<file path="src/rtl/vppm_pkg.sv">
// Shared VPPM framing constants and state encoding for the transmitter and the receiver.
// Keep these values identical on both sides of the optical link.
package vppm_pkg;

    localparam logic [2:0] ST_IDLE     = 3'd0;
    localparam logic [2:0] ST_PREAMBLE = 3'd1;
    localparam logic [2:0] ST_SYNC_LO  = 3'd2;
    localparam logic [2:0] ST_SYNC_HI  = 3'd3;
    localparam logic [2:0] ST_DATA     = 3'd4;

    typedef enum logic [2:0] {
        VPPM_IDLE     = ST_IDLE,
        VPPM_PREAMBLE = ST_PREAMBLE,
        VPPM_SYNC_LO  = ST_SYNC_LO,
        VPPM_SYNC_HI  = ST_SYNC_HI,
        VPPM_DATA     = ST_DATA
    } vppm_state_e;

    // The first preamble symbol is the MSB.
    localparam logic [9:0] PREAMBLE_PAT     = 10'b1010101010;
    localparam int         PREAMBLE_SYMBOLS = 10;
    localparam int         SYNC_SYMBOLS     = 2;

endpackage

</file>
<file path="src/rtl/vppm_sym_timer.sv">
// In-symbol clock counter with symbol-end flag and VPPM pulse compare.
// The level is evaluated on the next counter value, so the parent can register it in step with its state.
module vppm_sym_timer #(
    parameter int NBCNT = 16
) (
    input  logic             clk,
    input  logic             rst,
    input  logic             run,
    input  logic             start,
    input  logic [NBCNT-1:0] p,
    input  logic [NBCNT-1:0] d,
    input  logic             bit_val,
    output logic             level,
    output logic             sym_end
);

    logic [NBCNT-1:0] cnt_q;
    logic [NBCNT-1:0] cnt_d;

    always_comb begin
        sym_end = run && (cnt_q == p - NBCNT'(1));
        cnt_d   = '0;
        if (start) begin
            cnt_d = '0;
        end else if (run && !sym_end) begin
            cnt_d = cnt_q + NBCNT'(1);
        end
        // A 1 pulses at the start of the symbol, a 0 at its end; d < p keeps p-d from underflowing.
        level = bit_val ? (cnt_d < d) : (cnt_d >= p - d);
    end

    always_ff @(posedge clk) begin
        if (rst) begin
            cnt_q <= '0;
        end else begin
            cnt_q <= cnt_d;
        end
    end

endmodule

</file>
<file path="src/rtl/vppm_tx.sv">
// VPPM frame transmitter: preamble, sync marker, then the payload MSB first, with a registered line output.
// The first symbol cycle appears the cycle after accept; msg_ready is high only when idle, including the done cycle.
module vppm_tx
    import vppm_pkg::*;
#(
    parameter int NBITS_MSG = 128,
    parameter int NBCNT     = 16
) (
    input  logic                 clk,
    input  logic                 rst,
    input  logic [NBCNT-1:0]     period,
    input  logic [NBCNT-1:0]     duty,
    input  logic [NBITS_MSG-1:0] msg_data,
    input  logic                 msg_valid,
    output logic                 msg_ready,
    output logic                 vppm_out,
    output logic                 busy,
    output logic                 done
);

    localparam int IDXW = $clog2(NBITS_MSG) + 4;

    logic [2:0]           state_q, state_d;
    logic [IDXW-1:0]      idx_q, idx_d;
    logic [NBITS_MSG-1:0] msg_q, msg_d;
    logic [NBCNT-1:0]     p_q, p_d, d_q, d_d;
    logic                 out_q, out_d;
    logic                 done_q, done_d;
    logic [NBCNT-1:0]     p_clamp, d_clamp;
    logic                 start, bit_d, level, sym_end;

    always_comb begin
        p_clamp = (period < NBCNT'(2)) ? NBCNT'(2) : period;
        if (duty == '0) begin
            d_clamp = NBCNT'(1);
        end else if (duty >= p_clamp) begin
            d_clamp = p_clamp - NBCNT'(1);
        end else begin
            d_clamp = duty;
        end
    end

    always_comb begin
        state_d = state_q;
        idx_d   = idx_q;
        msg_d   = msg_q;
        p_d     = p_q;
        d_d     = d_q;
        done_d  = 1'b0;
        start   = 1'b0;
        case (state_q)
            ST_IDLE: begin
                if (msg_valid) begin
                    state_d = ST_PREAMBLE;
                    idx_d   = '0;
                    msg_d   = msg_data;
                    p_d     = p_clamp;
                    d_d     = d_clamp;
                    start   = 1'b1;
                end
            end
            ST_PREAMBLE: begin
                if (sym_end) begin
                    if (idx_q == IDXW'(PREAMBLE_SYMBOLS - 1)) begin
                        state_d = ST_SYNC_LO;
                        idx_d   = '0;
                    end else begin
                        idx_d = idx_q + IDXW'(1);
                    end
                end
            end
            ST_SYNC_LO: if (sym_end) state_d = ST_SYNC_HI;
            ST_SYNC_HI: if (sym_end) state_d = ST_DATA;
            ST_DATA: begin
                if (sym_end) begin
                    if (idx_q == IDXW'(NBITS_MSG - 1)) begin
                        state_d = ST_IDLE;
                        done_d  = 1'b1;
                    end else begin
                        idx_d = idx_q + IDXW'(1);
                        msg_d = msg_q << 1;
                    end
                end
            end
            default: state_d = ST_IDLE;
        endcase

        // Output is registered, so it is derived from the state about to be entered.
        bit_d = (state_d == ST_PREAMBLE) ? PREAMBLE_PAT[4'd9 - idx_d[3:0]] : msg_d[NBITS_MSG-1];
        case (state_d)
            ST_PREAMBLE, ST_DATA: out_d = level;
            ST_SYNC_HI:           out_d = 1'b1;
            default:              out_d = 1'b0;
        endcase
    end

    vppm_sym_timer #(.NBCNT(NBCNT)) u_sym_timer (
        .clk     (clk),
        .rst     (rst),
        .run     (state_q != ST_IDLE),
        .start   (start),
        .p       (p_d),
        .d       (d_d),
        .bit_val (bit_d),
        .level   (level),
        .sym_end (sym_end)
    );

    always_ff @(posedge clk) begin
        if (rst) begin
            state_q <= ST_IDLE;
            idx_q   <= '0;
            msg_q   <= '0;
            p_q     <= NBCNT'(2);
            d_q     <= NBCNT'(1);
            out_q   <= 1'b0;
            done_q  <= 1'b0;
        end else begin
            state_q <= state_d;
            idx_q   <= idx_d;
            msg_q   <= msg_d;
            p_q     <= p_d;
            d_q     <= d_d;
            out_q   <= out_d;
            done_q  <= done_d;
        end
    end

    assign msg_ready = (state_q == ST_IDLE);
    assign busy      = (state_q != ST_IDLE);
    assign vppm_out  = out_q;
    assign done      = done_q;

endmodule
</file>
<file path="config.mk">
export PLATFORM = sky130hd
export DESIGN_NAME = vppm_tx
export DESIGN_NICKNAME = d
export VERILOG_FILES = /design/src/rtl/vppm_pkg.sv /design/src/rtl/vppm_sym_timer.sv /design/src/rtl/vppm_tx.sv
export SDC_FILE = /design/constraint.sdc
export NUM_CORES = 1
export LEC_CHECK = 0
export ABC_AREA = 0
export BUFFER_PORTS_ARGS = -buffer_cell sky130_fd_sc_hd__buf_2
export CAP_MARGIN = 0
export CORE_ASPECT_RATIO = 0.6
export CORE_MARGIN = 10
export CORE_UTILIZATION = 40
export DETAILED_ROUTE_END_ITERATION = 16
export GPL_TIMING_DRIVEN = 1
export HOLD_SLACK_MARGIN = 0.1
export PLACE_DENSITY = 0.68
export SKIP_CTS_REPAIR_TIMING = 1
export SYNTH_ARGS = -nofsm -noshare
export SYNTH_HDL_FRONTEND = slang
export SYNTH_SLANG_ARGS = --single-unit
</file>
<file path="constraint.sdc">
create_clock -name clk -period 7.6 [get_ports clk]
set_clock_uncertainty 0.15 [all_clocks]
set_input_delay 0.38 -clock clk [delete_from_list [all_inputs] [get_ports clk]]
set_output_delay 0.38 -clock clk [all_outputs]
set_load 0.02 [all_outputs]
</file>
# Word-level counts from Yosys, hierarchy flattened
# Memory sizes are Yosys's and may differ from the RTL's.
# Index checks and enable logic that the tools add are counted.
# word_totals
out_inout_bits,4
romBits,16
in_bits,163
reg_bits,192
elab_cells,84
n_memories,1
# mem_list
name,words,width,rd,rd_clocked_by_memory_dff,write_ports,line,source
(no name shown),16,1,1,0,0,vppm_tx.sv:89,bit_d = (state_d == ST_PREAMBLE) ? PREAMBLE_PAT[4'd9 - idx_d[3:0]] : msg_d[NBITS_MSG-1];
# classes
eq_ne,14
n_bitwise,2
n_mux,34
magnitude_cmp,5
reduce_logical,12
n_addsub,6
# ops
cell,n
$mux W128,3
$pmux W128 S2,1
$mux W16,9
$mux W11,5
$pmux W11 S3,1
$ge A16 B16 Y1,2
$sub A16 B1 Y16 const B,2
$mux W3,7
$add A16 B1 Y16 const B,1
$eq A16 B16 Y1,1
$logic_not A16 Y1,1
$lt A16 B16 Y1,1
$lt A16 B2 Y1 const B,1
$sub A16 B16 Y16,1
$pmux W3 S5,1
$add A11 B1 Y11 const B,1
$eq A11 B4 Y1 const B,1
$eq A11 B7 Y1 const B,1
$eq A3 B2 Y1 const B,3
$ne A2 B2 Y1 const B,4
$eq A3 B1 Y1 const B,2
$eq A3 B3 Y1 const B,2
$mux W1,6
$reduce_bool A3 Y1,2
other kinds (12),14

# Longest topological paths before layout
# logic_depth
ltp_word,15
ltp_mapped,35
depth_no_buf,34

# Cells and area by module
# From an unflattened synthesis, not the netlist that was laid out.
# unflattened
cells_unflattened,1191
area_unflattened_um2,10386.2
# modules_own_cells
mod,cells_per_inst,instances,seq_area_each_um2,area_per_inst_um2
vppm_tx,847,1,3523.4,7698.6
vppm_sym_timer,344,1,320.3,2687.6

# Worst setup path before layout
# Ideal clock, no wire load.
# synth_timing
path_kind,input to register
startpoint,input period[12]
endpoint,register out_q (netlist: vppm_out)
t_required_ns,7.328
slack_ns,0.438
t_arrival_ns,6.891
setup_time_ns,0.122
n_path_buf,2
path_stages,34
path_cell_list,clkbuf_1 nor4_1 a41o_1 inv_1 ha_1 nand2b_1 a21o_1 a21o_1 a211oi_1 o21bai_1 a2111oi_0 o21ai_1 clkbuf_1 a211oi_1 a21oi_1 fa_1 nand2_1 nand2_1 a21oi_1 o21ai_0 a21oi_1 o21bai_1 a21oi_1 o21bai_1 a21oi_1 xor2_1 ha_1 a21o_1 a211oi_1 o21ai_0 a21oi_1 o221ai_1 and3b_1 nor3_1
# synth_between
elab_chain_len,15
elab_cells_between_ends,40
cone_classes,add/sub (4); order compare (4); eq/ne (4); mux (23); reduce/logical (4); memory (1)
# synth_lines
item,line,source
"start, declared",vppm_tx.sv:11,"input logic [NBCNT-1:0] period,"
$lt A16 B2 Y1,vppm_tx.sv:33,p_clamp = (period < NBCNT'(2)) ? NBCNT'(2) : period;
$mux W16 (*),vppm_tx.sv:33,
$mux W16,vppm_tx.sv:53,if (msg_valid) begin
$mux W16,vppm_tx.sv:51,case (state_q)
$sub A16 B1 Y16,vppm_sym_timer.sv:21,sym_end = run && (cnt_q == p - NBCNT'(1));
$eq A16 B16 Y1,vppm_sym_timer.sv:21,
$logic_and A1 B1 Y1,vppm_sym_timer.sv:21,
"$mux W11, on equally long branches","vppm_tx.sv:75, vppm_tx.sv:63",
$pmux W11 S3,vppm_tx.sv:51,
$sub A4 B4 Y4,vppm_tx.sv:89,
$mem_v2 Z16 W1,n/a,
$mux W1 (not written as such),vppm_tx.sv:89,
$mux W1,vppm_tx.sv:89,
$mux W1,vppm_sym_timer.sv:29,level = bit_val ? (cnt_d < d) : (cnt_d >= p - d);
$pmux W1 S2 (*),vppm_tx.sv:90,case (state_d)
"end signal, assigned",vppm_tx.sv:124,out_q <= out_d;
"end, declared",vppm_tx.sv:27,"logic out_q, out_d;"
# Mark *: on every way between the ends. The rest lies on a longest branch, timed or not. The select of a mux whose other input is x is not followed.
# A chain may end at the register's enable or synchronous reset.

# Final worst setup path
# layout_timing
startpoint,register state_q[2]
endpoint,register out_q (netlist: vppm_out)
# layout_between
elab_cells_between_ends,42
cone_classes,add/sub (3); order compare (2); eq/ne (8); mux (22); reduce/logical (6); memory (1)
# layout_rtl
item,line,source
"start, declared",vppm_tx.sv:23,"logic [2:0] state_q, state_d;"
"start signal, assigned",vppm_tx.sv:119,state_q <= state_d;
$logic_not A3 Y1,vppm_tx.sv:51,
$mux W16,vppm_tx.sv:51,
$sub A16 B1 Y16,vppm_sym_timer.sv:21,
$eq A16 B16 Y1,vppm_sym_timer.sv:21,
$logic_and A1 B1 Y1,vppm_sym_timer.sv:21,
$logic_not A1 Y1,vppm_sym_timer.sv:25,end else if (run && !sym_end) begin
$logic_and A1 B1 Y1,vppm_sym_timer.sv:25,
$mux W16,vppm_sym_timer.sv:25,
$mux W16 (*),vppm_sym_timer.sv:23,if (start) begin
net u_sym_timer.cnt_d[15],vppm_sym_timer.sv:18,logic [NBCNT-1:0] cnt_d;
$ge A16 B16 Y1 / $lt A16 B16 Y1 (equally long branches),vppm_sym_timer.sv:29,
$mux W1 (*),vppm_sym_timer.sv:29,
$pmux W1 S2 (*),vppm_tx.sv:90,
# The timed path passes the listed nets; every way through them passes the cells marked *. The select of a mux whose other input is x is not followed.

==> metrics.md <==
| Metric | Value |
|---|---|
| Primary FF master, synth | `sky130_fd_sc_hd__dfxtp_1` |
| Part of the total power dissipated in combinational logic | `a little over a fifth` |
| Post-synthesis average cell area | `8.11 µm²` |
| DIE AREA | `between 30000 and 40000 µm²` |
| Maximum number of pins on one net before global-route repair | `between 100 and 150` |
| Final HPWL DP | `approximately 24000 µm` |
| Run status | `finished, final reports clean` |
| Root buf cell | `sky130_fd_sc_hd__clkbuf_16` |
| Post-Route WL | `between 30000 and 40000 µm` |
| Library cell with the largest summed area after synthesis | `sky130_fd_sc_hd__dfxtp_1` |
| 1st-pass router iterations | `6` |
| # IOs | `~170` |
| Number of buffer and inverter instances along the worst setup path | `2` |
| Chip Width | `231 µm` |
| Post-synth design cell area | `10700 µm²` |
| Power density over cell area | `about 200 nW/µm²` |
| RSZ-0062 raised after global routing | `no` |
| Ratio of cells with drive above 1 in the final layout | `between 10% and 20%` |
| # port buffers | `about 170` |
| Reg2Reg Setup Slack | `between 0.5 and 0.6 ns` |
| Critical Path Start Type | `flop` |
| Cells on Worst Hold Path | `3` |
| Global routing usage summed across all routing layers | `18.7%` |
| Proportion of register bits with asynchronous set or reset after synthesis | `0%` |
| Most used standard cell by instance count after synthesis | `sky130_fd_sc_hd__dfxtp_1` |
| Highest achievable clock rate | `between 100 and 150 MHz` |
| CTS clock-pin slew for the worst setup and hold paths | `around 0.08 ns` |
| Total via count after detailed routing | `about 10000` |
| Height of the die | `147 µm` |
| Max-slew violation count | `0` |
| First-pass GRT wire length | `between 50000 and 60000 µm` |
| Destination of the worst register-to-register timing path | `vppm_out` |
| Detailed Route Iter0 Violations | `between 900 and 1000` |
| Relative slew margins | `a little under a third` |
| Class of the tightest hold or removal check | `in -> reg` |
| Longest individual stage delay on the worst path | `0.99 ns` |
| Largest delay contributor family on the critical path | `simple AND/OR/NAND/NOR gates` |
| Critical path fanouts, max | `30` |
| Crit path DAT | `between 7 and 8 ns` |
| Worst flop-to-flop path startpoint | `state_q[2]` |
| Psw | `0.791 mW` |
| Post-DR vias/cell | `between 5 and 6` |
| Maximum ir drop on the vdd rail | `about 0.00013 V` |
| Fraction of the yosys area taken by sequential cells | `36.0%` |
| Number of warnings issued by yosys | `0` |
| Average wire per standard cell | `17.9 µm` |
| Period utilisation layout | `between 90% and 100%` |
| Row Count | `between 40 and 50` |
| Leakage component of the power | `around 5.2 nW` |
| TritonCTS buffer count | `17` |
| Number of flops mapped to enable cells by yosys | `0` |
| CP cell instances | `buf_4 -> or4b_2 -> buf_4 -> mux2i_1 -> xnor3_1 -> nor4b_2 -> o21ai_1 -> nand2_1 -> and4_1 -> or2_2 -> nor2_1 -> ha_1 -> nand4_1 -> or2_2 -> nor3_1 -> nand2_1 -> o41ai_1 -> a31oi_1 -> a211oi_1 -> nor3_1` |
| Starting utilization of the core area | `40.5%` |
| Number of standard cells in the layout, taps in and fillers out | `approximately 1800` |
| Hold Path Origin | `msg_data[47]` |
| Number of endpoints failing setup at the final stage | `0` |
| Critical Path Slowest Stage Cell | `sky130_fd_sc_hd__or4b_2` |
| Transition time at the pin with the least slew margin | `1.03 ns` |
| Final weighted congestion of routability-driven global placement | `0.957` |
| Hold EP | `msg_q[47]` |
| Synth area leaders | `sky130_fd_sc_hd__dfxtp_1 (36%), sky130_fd_sc_hd__a22oi_1 (8.9%), sky130_fd_sc_hd__a21oi_1 (8.0%), sky130_fd_sc_hd__ha_1 (7.9%), sky130_fd_sc_hd__nand2_1 (6.0%)` |
| Most frequent cells after synthesis | `sky130_fd_sc_hd__dfxtp_1 (192), sky130_fd_sc_hd__a21oi_1 (170), sky130_fd_sc_hd__nand2_1 (170)` |
| #FFs+latches synth | `between 150 and 200` |
| Reg2reg path depth | `20` |
| Internal cell power | `1.75 mW` |
| Switching share of power | `31.1%` |
| Filler cell count in the final layout | `about 2600` |
| Sinks on Clock Net | `about 190` |
| Distinct cell type count of the synthesized netlist | `67` |
| Number of nets in the layout | `between 1500 and 2000` |
| Clock tree from TritonCTS | `done` |
| Category of the most critical setup path | `reg -> reg` |
| Kind of capture point of the worst setup path | `flop` |
| Antenna violations before repair | `1` |
| Flip-flop and latch area | `a little under 4000 µm²` |
| Placed cell count | `approximately 1800` |
| Multi-input gate area | `roughly 6300 µm²` |
| Core Area | `around 26000 µm²` |
| Clock network fraction of total power | `about 36%` |
| Summed negative setup slack over all endpoints | `0 ns` |
| CP required | `a little under 8 ns` |
| Number of endpoints with negative hold slack in the final report | `0` |
| Drt drc | `0` |
| Sequential fraction of design power | `between 40% and 50%` |
| H-tree level count | `4` |
| Area delta synth->final | `18.8%` |
| Total of max-cap violations | `0` |
| Share of the synthesized area in the top cell type | `a little over a third` |
| Post-layout minimum cycle time | `just over 7 ns` |
| Overall overflow remaining after global route | `0` |
| Clock Tree Buf Depth | `2` |
| Clock latency of the later-clocked register in the worst-skew pair | `roughly 0.45 ns` |
| Gate count of the mapped netlist | `between 1000 and 1500` |
| Mapped Nets | `1547` |
| Via count of the first global-routing pass | `about 9400` |
| ANT nets after route | `0` |
==> kinds of logic after synthesis <==
| family | share of synthesized area (%) |
|---|---|
| simple gates | 18.2 |
| compound gates | 24.7 |
| flops | 36.0 |
| buf+inv | 5.23 |
| xor+xnor | 5.96 |
| fa+ha+maj | 8.04 |
| mux | 1.92 |
==> how the worst max path moves through the flow <==
stage	slack, ns	to	start	cells after the start
final	0.53	vppm_out	state_q[2]	20
after global routing	0.07	vppm_out	period[5]	31
after CTS	0.53	vppm_out	period[5]	32
after detailed placement	0.08	vppm_out	period[5]	32
after global placement	0.18	vppm_out	period[5]	32
after floorplan	0.44	vppm_out	period[12]	34
==> registers in the layout (all words and copies together), names as in the netlist <==
signal             count
u_sym_timer.cnt_q     16
msg_q                128
d_q                   16
vppm_out               1
p_q                   16
idx_q                 11
done                   1
state_q                3
==> layout make-up <==
| cell class | instances | area share (%) |
|---|---|---|
| antenna | 2 | 0.0395 |
| inverter | 48 | 1.42 |
| tap | 360 | 3.55 |
| clock inverter | 15 | 1.38 |
| timing repair buffer | 213 | 10.2 |
| sequential | 192 | 30.3 |
| clock buffer | 17 | 3.36 |
| multi-input combinational | 993 | 49.7 |
==> cells in the final DEF (no fill, tap or decap), drive strengths merged, types with 16 or more instances in the layout <==
| cell | instances |
|---|---|
| a211oi | 24 |
| a21o | 17 |
| a21oi | 171 |
| a22oi | 126 |
| buf | 182 |
| clkbuf | 17 |
| dfxtp | 192 |
| dlygate4sd3 | 31 |
| ha | 67 |
| inv | 53 |
| nand2 | 170 |
| nand3 | 24 |
| nor2 | 112 |
| nor3 | 35 |
| nor4 | 16 |
| o21ai | 27 |
| xnor2 | 45 |
| xor2 | 25 |
==> per-layer routing <==
| layer | vias up | routed length (µm) | share of wire [%] | track usage [%] |
|---|---|---|---|---|
| met3 | 24 | 2420 | 7.4 | 5.03 |
| met4 | 2 | 304 | 0.92 | 4.88 |
| met1 | 4791 | 16100 | 49 | 27.0 |
| li1 | 5042 | - | - | - |
| met5 | - | 103 | 0.31 | 2.38 |
| met2 | 313 | 13900 | 42 | 26.4 |
==> power groups by stage <==
stage	Combinational, mW	Clock (mW)	Sequential (mW)
3_3_place_gp	0.507	0	1.10
3_5_place_dp	0.513	0	1.11
2_1_floorplan	0.359	0	1.10
6_report	0.537	0.921	1.08
4_1_cts	0.519	0.941	1.08
5_1_grt	0.597	0.979	1.09
==> per-stage QoR <==
stage               total power [mW]  instance area [µm²]  hold WS (ns)  setup WS, ns  util, %
global route                    2.66                12700         0.100        0.0709     48.1
CTS                             2.54                12400        0.0279         0.530     46.9
finish                          2.54                12700        0.0828         0.531     48.1
global placement                1.61                11800         0.287         0.183     44.6
floorplan                       1.46                10700         0.282         0.438        -
detailed placement              1.62                11800         0.293        0.0785     44.6
==> worst register-to-register path, delay by kind of cell, from the launching register on <==
kind            cells  cell delay [ns]
fa+ha+maj           1             0.35
compound gates      4             1.22
flops               1             0.31
buf+inv             2             0.52
simple gates       11             3.46
xor+xnor            1             0.36
mux                 1             0.59
No activity file was read; power rests on OpenSTA's default activity.
